==> config.mk <==
export PLATFORM = sky130hd
export DESIGN_NAME = osd_dem_uart_charbuf
export DESIGN_NICKNAME = d
export VERILOG_FILES = /design/src/rtl/osd_dem_uart_charbuf.sv
export SDC_FILE = /design/constraint.sdc
export NUM_CORES = 1
export LEC_CHECK = 0
export BUFFER_PORTS_ARGS = -buffer_cell sky130_fd_sc_hd__buf_2
export CORE_MARGIN = 4
export CORE_UTILIZATION = 45
export CTS_CLUSTER_DIAMETER = 50
export DETAILED_ROUTE_END_ITERATION = 8
export PLACE_DENSITY = 0.63
export SLEW_MARGIN = 20
export SYNTH_ARGS = -nofsm -noshare
export SYNTH_HDL_FRONTEND = slang
export SYNTH_SLANG_ARGS = --single-unit
==> constraint.sdc <==
create_clock -name clk -period 9.55 [get_ports clk]
set_input_delay 0.4775 -clock clk [delete_from_list [all_inputs] [get_ports clk]]
set_output_delay 0.4775 -clock clk [all_outputs]
set_load 0.01 [all_outputs]
==> src/rtl/osd_dem_uart_charbuf.sv <==
// Character buffer between the CPU-side TX/RX ports and the DEM-UART character handshakes.
// Both paths are first-word fall-through FIFOs; TX writes can be discarded while the debug network stalls.
module osd_dem_uart_charbuf #(
    parameter int TX_DEPTH      = 16,
    parameter int RX_DEPTH      = 16,
    parameter bit DROP_ON_STALL = 1'b1
) (
    input  logic                      clk,
    input  logic                      rst,
    input  logic [7:0]                cpu_tx_char,
    input  logic                      cpu_tx_valid,
    output logic                      cpu_tx_ready,
    output logic [7:0]                cpu_rx_char,
    output logic                      cpu_rx_valid,
    input  logic                      cpu_rx_ready,
    output logic [7:0]                dem_out_char,
    output logic                      dem_out_valid,
    input  logic                      dem_out_ready,
    input  logic [7:0]                dem_in_char,
    input  logic                      dem_in_valid,
    output logic                      dem_in_ready,
    input  logic                      dem_drop,
    input  logic                      tx_flush,
    output logic [$clog2(TX_DEPTH):0] tx_level,
    output logic [$clog2(RX_DEPTH):0] rx_level,
    output logic [15:0]               tx_drop_cnt
);
    localparam int TX_AW = $clog2(TX_DEPTH);
    localparam int RX_AW = $clog2(RX_DEPTH);
    localparam logic [TX_AW:0] TX_FULL_LVL = (TX_AW+1)'(TX_DEPTH);
    localparam logic [RX_AW:0] RX_FULL_LVL = (RX_AW+1)'(RX_DEPTH);
    localparam logic [TX_AW:0] TX_ONE      = (TX_AW+1)'(1);
    localparam logic [RX_AW:0] RX_ONE      = (RX_AW+1)'(1);

    logic [7:0]     r_tx_mem [TX_DEPTH];
    logic [TX_AW:0] r_tx_wptr;
    logic [TX_AW:0] r_tx_rptr;
    logic [7:0]     r_rx_mem [RX_DEPTH];
    logic [RX_AW:0] r_rx_wptr;
    logic [RX_AW:0] r_rx_rptr;
    logic [15:0]    r_drop_cnt;

    logic [TX_AW:0] w_tx_level;
    logic [RX_AW:0] w_rx_level;
    logic           w_tx_full;
    logic           w_tx_empty;
    logic           w_rx_full;
    logic           w_rx_empty;
    logic           w_drop_mode;
    logic           w_tx_accept;
    logic           w_tx_push;
    logic           w_tx_drop;
    logic           w_tx_pop;
    logic           w_rx_push;
    logic           w_rx_pop;

    // Pointers carry one extra MSB so a full FIFO is distinguishable from an empty one.
    assign w_tx_level  = r_tx_wptr - r_tx_rptr;
    assign w_rx_level  = r_rx_wptr - r_rx_rptr;
    assign w_tx_full   = (w_tx_level == TX_FULL_LVL);
    assign w_tx_empty  = (w_tx_level == '0);
    assign w_rx_full   = (w_rx_level == RX_FULL_LVL);
    assign w_rx_empty  = (w_rx_level == '0);

    // In drop mode the CPU is never stalled: writes are accepted and thrown away.
    assign w_drop_mode  = DROP_ON_STALL & dem_drop;
    assign cpu_tx_ready = !rst && !tx_flush && (!w_tx_full || w_drop_mode);
    assign w_tx_accept  = cpu_tx_valid && cpu_tx_ready;
    assign w_tx_push    = w_tx_accept && !w_drop_mode;
    assign w_tx_drop    = w_tx_accept && w_drop_mode;

    assign dem_out_valid = !rst && !w_tx_empty;
    assign dem_out_char  = r_tx_mem[r_tx_rptr[TX_AW-1:0]];
    assign w_tx_pop      = dem_out_valid && dem_out_ready;

    assign dem_in_ready = !rst && !w_rx_full;
    assign w_rx_push    = dem_in_valid && dem_in_ready;
    assign cpu_rx_valid = !rst && !w_rx_empty;
    assign cpu_rx_char  = r_rx_mem[r_rx_rptr[RX_AW-1:0]];
    assign w_rx_pop     = cpu_rx_valid && cpu_rx_ready;

    assign tx_level    = rst ? '0 : w_tx_level;
    assign rx_level    = rst ? '0 : w_rx_level;
    assign tx_drop_cnt = rst ? '0 : r_drop_cnt;

    always_ff @(posedge clk) begin
        if (rst) begin
            r_tx_wptr  <= '0;
            r_tx_rptr  <= '0;
            r_drop_cnt <= '0;
        end else begin
            if (w_tx_push) begin
                r_tx_wptr <= r_tx_wptr + TX_ONE;
            end
            // A flush swallows any pop presented in the same cycle.
            if (tx_flush) begin
                r_tx_rptr <= r_tx_wptr;
            end else if (w_tx_pop) begin
                r_tx_rptr <= r_tx_rptr + TX_ONE;
            end
            if (w_tx_drop && (r_drop_cnt != 16'hFFFF)) begin
                r_drop_cnt <= r_drop_cnt + 16'd1;
            end
        end
    end

    always_ff @(posedge clk) begin
        if (w_tx_push) begin
            r_tx_mem[r_tx_wptr[TX_AW-1:0]] <= cpu_tx_char;
        end
    end

    always_ff @(posedge clk) begin
        if (rst) begin
            r_rx_wptr <= '0;
            r_rx_rptr <= '0;
        end else begin
            if (w_rx_push) begin
                r_rx_wptr <= r_rx_wptr + RX_ONE;
            end
            if (w_rx_pop) begin
                r_rx_rptr <= r_rx_rptr + RX_ONE;
            end
        end
    end

    always_ff @(posedge clk) begin
        if (w_rx_push) begin
            r_rx_mem[r_rx_wptr[RX_AW-1:0]] <= dem_in_char;
        end
    end

endmodule

After elaboration in Yosys (flattened, before gate mapping) --
Memory sizes are Yosys's and may differ from the RTL's. A register that Yosys moved wholly into a read port is not among the register bits. Index checks and enable logic that the tools add are counted.
Word-level totals: register bits after elaboration 36, bits in writable memories 256, output and inout bits 46, word-level logic and storage cells 53, memories kept 2
Memories:
- r_rx_mem | depth 16, width 8, rd ports 1, clocked after Yosys merged registers in 1, wr ports 1, RTL line 38 | logic [7:0] r_rx_mem [RX_DEPTH];
- r_tx_mem | depth 16, width 8, rd ports 1, clocked after Yosys merged registers in 1, wr ports 1, RTL line 35 | logic [7:0] r_tx_mem [TX_DEPTH];
Cells by class: $add $sub $neg 7, equality and inequality tests 3, muxes and demuxes 13, reductions and logical operators 23
Operator list (count):
- adder 5 x 1 -> 5 bit, second input constant | 4
- 2-to-1 mux 5 bit | 4
- adder 16 x 1 -> 16 bit, second input constant | 1
- 2-to-1 mux 16 bit | 1
- 2-to-1 mux 4 bit | 4
- != test 16 bit, second input constant | 1
- logical AND 1 bit | 12
- equality test 5 bit, second input constant | 2
- zero test 5 bit | 2
- subtractor 5 bit | 2
- zero test 1 bit | 7
- 2-to-1 mux 1 bit | 4
- nonzero test 2 bit | 1
- logical OR 1 bit | 1

Logic depth before layout (Yosys ltp) --
depth after elaboration 9, depth in mapped cells 12, gate-level depth less buffers 10

Worst setup path after synthesis --
OpenSTA, ideal clock, no wires.
path kind reg2reg, from reg r_rx_wptr[0], to mem r_rx_mem[3][0], enable pin, data arrival time 2.916 ns, path slack 6.239 ns, cell stages (with the launch flop) 13, path buffers 2, period minus slack after synthesis 3.311 ns, cell sequence dfxtp_1 -> inv_1 -> ha_1 -> inv_1 -> fa_1 -> a21o_1 -> a21oi_1 -> xnor2_1 -> a21oi_4 -> nand2b_1 -> buf_2 -> buf_4 -> nor4_1
Between the ends: word-level cells in the longest chain between the ends 7
RTL lines:
- start, declared | RTL line 39 | logic [RX_AW:0] r_rx_wptr;
- start signal, assigned | RTL line 119 | r_rx_wptr <= r_rx_wptr + RX_ONE;
- subtractor 5 bit | RTL line 59 | assign w_rx_level = r_rx_wptr - r_rx_rptr;
- equality test 5 bit | RTL line 62 | assign w_rx_full = (w_rx_level == RX_FULL_LVL);
- zero test 1 bit | RTL line 76 | assign dem_in_ready = !rst && !w_rx_full;
- logical AND 1 bit | RTL line 76
- logical AND 1 bit | RTL line 77 | assign w_rx_push = dem_in_valid && dem_in_ready;
- 2-to-1 mux 1 bit | RTL line 128 | if (w_rx_push) begin
- 2-to-1 mux 1 bit (implied by the code) | RTL line 129 | r_rx_mem[r_rx_wptr[RX_AW-1:0]] <= dem_in_char;
- end, declared | RTL line 38
Several ways; a longest one is shown, not always the timed one.

Worst setup path after layout --
from reg r_rx_wptr[0], to mem r_rx_mem[7][1], enable pin
Same word-level chain as after synthesis.

==> metrics <==
post-synth top area share=0.618; Synth Area in XOR/XNOR=0.0177; Primary FF master, synth=edfxtp_1; Worst-Margin Slew=1.08 ns; area grow syn2layout=15.1%; Synth Area in Compound Gates=0.0237; Initial Util=0.459; die area=roughly 30000 um^2; most numerous cell in the Yosys netlist=edfxtp_1; detailed-route wire length per cell=22.1 um; max cap viols=0; Post-Synth Adder-Cell Area=0.0223; syn nets=740; synth unique cells=between 50 and 60; R2R setup slack=5.69 ns; crit path launch type=register; largest net degree at the start of global routing=a little under 80; DRT iter0 DRCs=470; Setup CP Type=reg -> reg; Final min period=3.86 ns; ranking of synthesized cells by area=edfxtp_1 62%, mux4_2 14%, dfxtp_1 7.1%; vias in the first global route=6788; htree depth=2; Fillers=2120; Placed Area=13200 um^2; CP most frequent cell=inv_1; Worst VDD drop=0.166 mV; sequential share of power=0.458; Comb pwr share=0.154; sw power=0.790 mW; global-route usage over all layers=0.172; Yosys warnings=0; layout cells sized above 1=0.296; register area share after synthesis=0.689; Switching Fraction=0.245; die height=174 um; relative slew slack=0.277; WP data arrival=3.97 ns; Synth Register Bits=300; Worst Setup EP=r_rx_mem[7][1]; Clock Power Share=0.388; cell area after layout=roughly 14000 um^2; final hold vios=0; CTS tree=done; clock buffer depth=3; cells after synthesis=a little under 700; unrepaired setup endpoints after global routing=no; Final Max Tran Viols=0; internal power=2.43 mW; clock skew=0.0114 ns; status=complete, no violations; port bufs=69; CP Launch Point=r_rx_wptr[0]; PnR worst setup slack=~5.7 ns; worst-path maximum fanout=16; core region area=27100 um^2; first-pass GRT wire length=40.7 mm; proportion of synthesized area in mux cells=0.153; Residual DRC=0; RePlAce Congestion=0.818; RR Endpoint=r_rx_mem[7][1]; CP max stage delay=between 1 and 1.5 ns; GR Overflow Total=0; CP Capture Type=register; Inserted Diodes=0; Synth Area in Simple Gates=0.0763; Clock transition at path regs=around 0.06 ns; multi-input logic area=between 3000 and 4000 um^2; initial antenna violation count=0; hpwl dp=~17 mm; # setup viols final=0; Synth async-reset ratio=0; Die Span X=174 um; Num CTS Buffers=34; largest family of logic cells by synthesized area=multiplexers; Worst-Skew Late Latency=a little under 0.5 ns; Post-Place Setup Slack=5.72 ns; post-cts resize count=0; Via-to-Cell Ratio=about 5.6; row count=60; pwr/cell area=225 nW/um^2; hold_buf cts=0; largest area contributor in the netlist=edfxtp_1; Post-synth top cells=256 x edfxtp_1, 80 x mux4_2, 44 x dfxtp_1; Netlist Area Pre-Place=12400 um^2; FF/Latch Area=approximately 8600 um^2; clock sinks=300; fin util=0.528; I/O Pins=70; postcts setup bufs=0; slowest CP cell=nor3_1; Hold Path Class=in -> reg; clk root buf=clkbuf_16; Max Freq=259 MHz; reg2reg start=r_rx_wptr[0]; vias=6504; Antenna Violating Nets Remaining=0; critical path data required time=9.66 ns; period utilisation layout=0.404; drt pass-1 iters=4; Synth Area per Inst=17.9 um^2; final WL=25.7 mm; Lkg Pwr=4.68 nW; number of synthesized flops with an enable pin=around 260; Nets=816; Setup TNS=0 ns; worst-path cell chain=inv_1, ha_1, inv_1, fa_1, a21o_1, a21oi_1, xnor2_1, a21oi_4, nand2b_1, nor3_1; worst r2r path cells=10
per-stage QoR:
step	instances	hold WS (ns)	power, mW
6_report	1166	0.349	3.22
5_1_grt	1166	0.355	3.35
3_5_place_dp	1107	0.500	2.00
3_3_place_gp	1106	0.486	1.98
4_1_cts	1166	0.316	3.25
2_1_floorplan	695	0.464	1.83
worst max-delay path: cells and delay by family (launching register included):
kind	cells	cell delay, ns
AO/OA/AOI/OAI	3	0.45
XOR/XNOR	1	0.24
adder cells (fa/ha/maj)	2	0.59
buffers and inverters	2	0.21
flip-flops	1	0.35
AND/OR/NAND/NOR	2	1.64
cell families (layout without fill, tap and decap cells):
logic type,Yosys count,count (layout)
compound gates,41,41
xor+xnor,23,23
fa+ha+maj,21,21
buf+inv,51,150
flops,300,300
mux,90,90
simple gates,169,169
state kept, by name, summed over array words and instances (netlist names), named ones only:
signal / cells
r_tx_rptr: 5
r_rx_wptr: 5
r_tx_wptr: 5
r_drop_cnt: 16
r_tx_mem: 128
r_rx_mem: 128
r_rx_rptr: 5
worst min-delay path by stage:
stage,from,endpoint,slack [ns],cells after the start
after global routing,cpu_tx_char[2],r_tx_mem[15][2],0.35,1
final,tx_flush,r_tx_rptr[1],0.35,2
after CTS,tx_flush,r_tx_rptr[1],0.32,2
after global placement,r_rx_rptr[4],r_rx_rptr[4],0.49,2
after floorplan,r_rx_wptr[4],r_rx_wptr[4],0.46,2
after detailed placement,r_rx_rptr[4],r_rx_rptr[4],0.50,2
cells in the final DEF, fill, tap and decap left out, types with 3 or more instances in the layout:
cell type / instances
edfxtp_1: 256
mux4_2: 80
buf_2: 69
dfxtp_1: 42
nor2_1: 39
clkbuf_16: 37
nor2b_1: 21
ha_1: 19
inv_1: 17
and3_1: 15
xor2_1: 15
nand2b_1: 13
a21oi_1: 12
nand4_1: 12
nor3_1: 10
nand3_1: 10
nor3_2: 10
nand2_1: 9
o21ai_0: 9
or3_1: 8
clkinv_1: 8
xnor2_1: 7
mux2_2: 5
mux2i_1: 5
and2_1: 4
nor4_2: 4
clkinv_2: 4
buf_4: 4
a311oi_1: 3
clkbuf_1: 3
clkinv_4: 3
power groups by stage:
stage / clock network, mW / logic, mW / registers [mW]
floorplan: 0 / 0.350 / 1.48
global placement: 0 / 0.463 / 1.52
detailed placement: 0 / 0.500 / 1.50
CTS: 1.27 / 0.503 / 1.48
global route: 1.33 / 0.536 / 1.48
finish: 1.25 / 0.496 / 1.48
metal layers:
layer / GRT usage / share of wire / wire length [um]
met5: 0 / 0 / 0
met2: 0.274 / 0.48 / 12400
met4: 0.0356 / 0.015 / 380
met3: 0.0335 / 0.056 / 1450
met1: 0.251 / 0.45 / 11500
final cells by class:
type,count,share of cell area
well taps,372,0.0325
clock buffers,40,0.0655
repair buffers,74,0.0276
clock inverters,19,0.0107
inverters,17,0.00446
multi-input cells,344,0.260
flip-flops and latches,300,0.599
(Power assumes the default switching activity.)
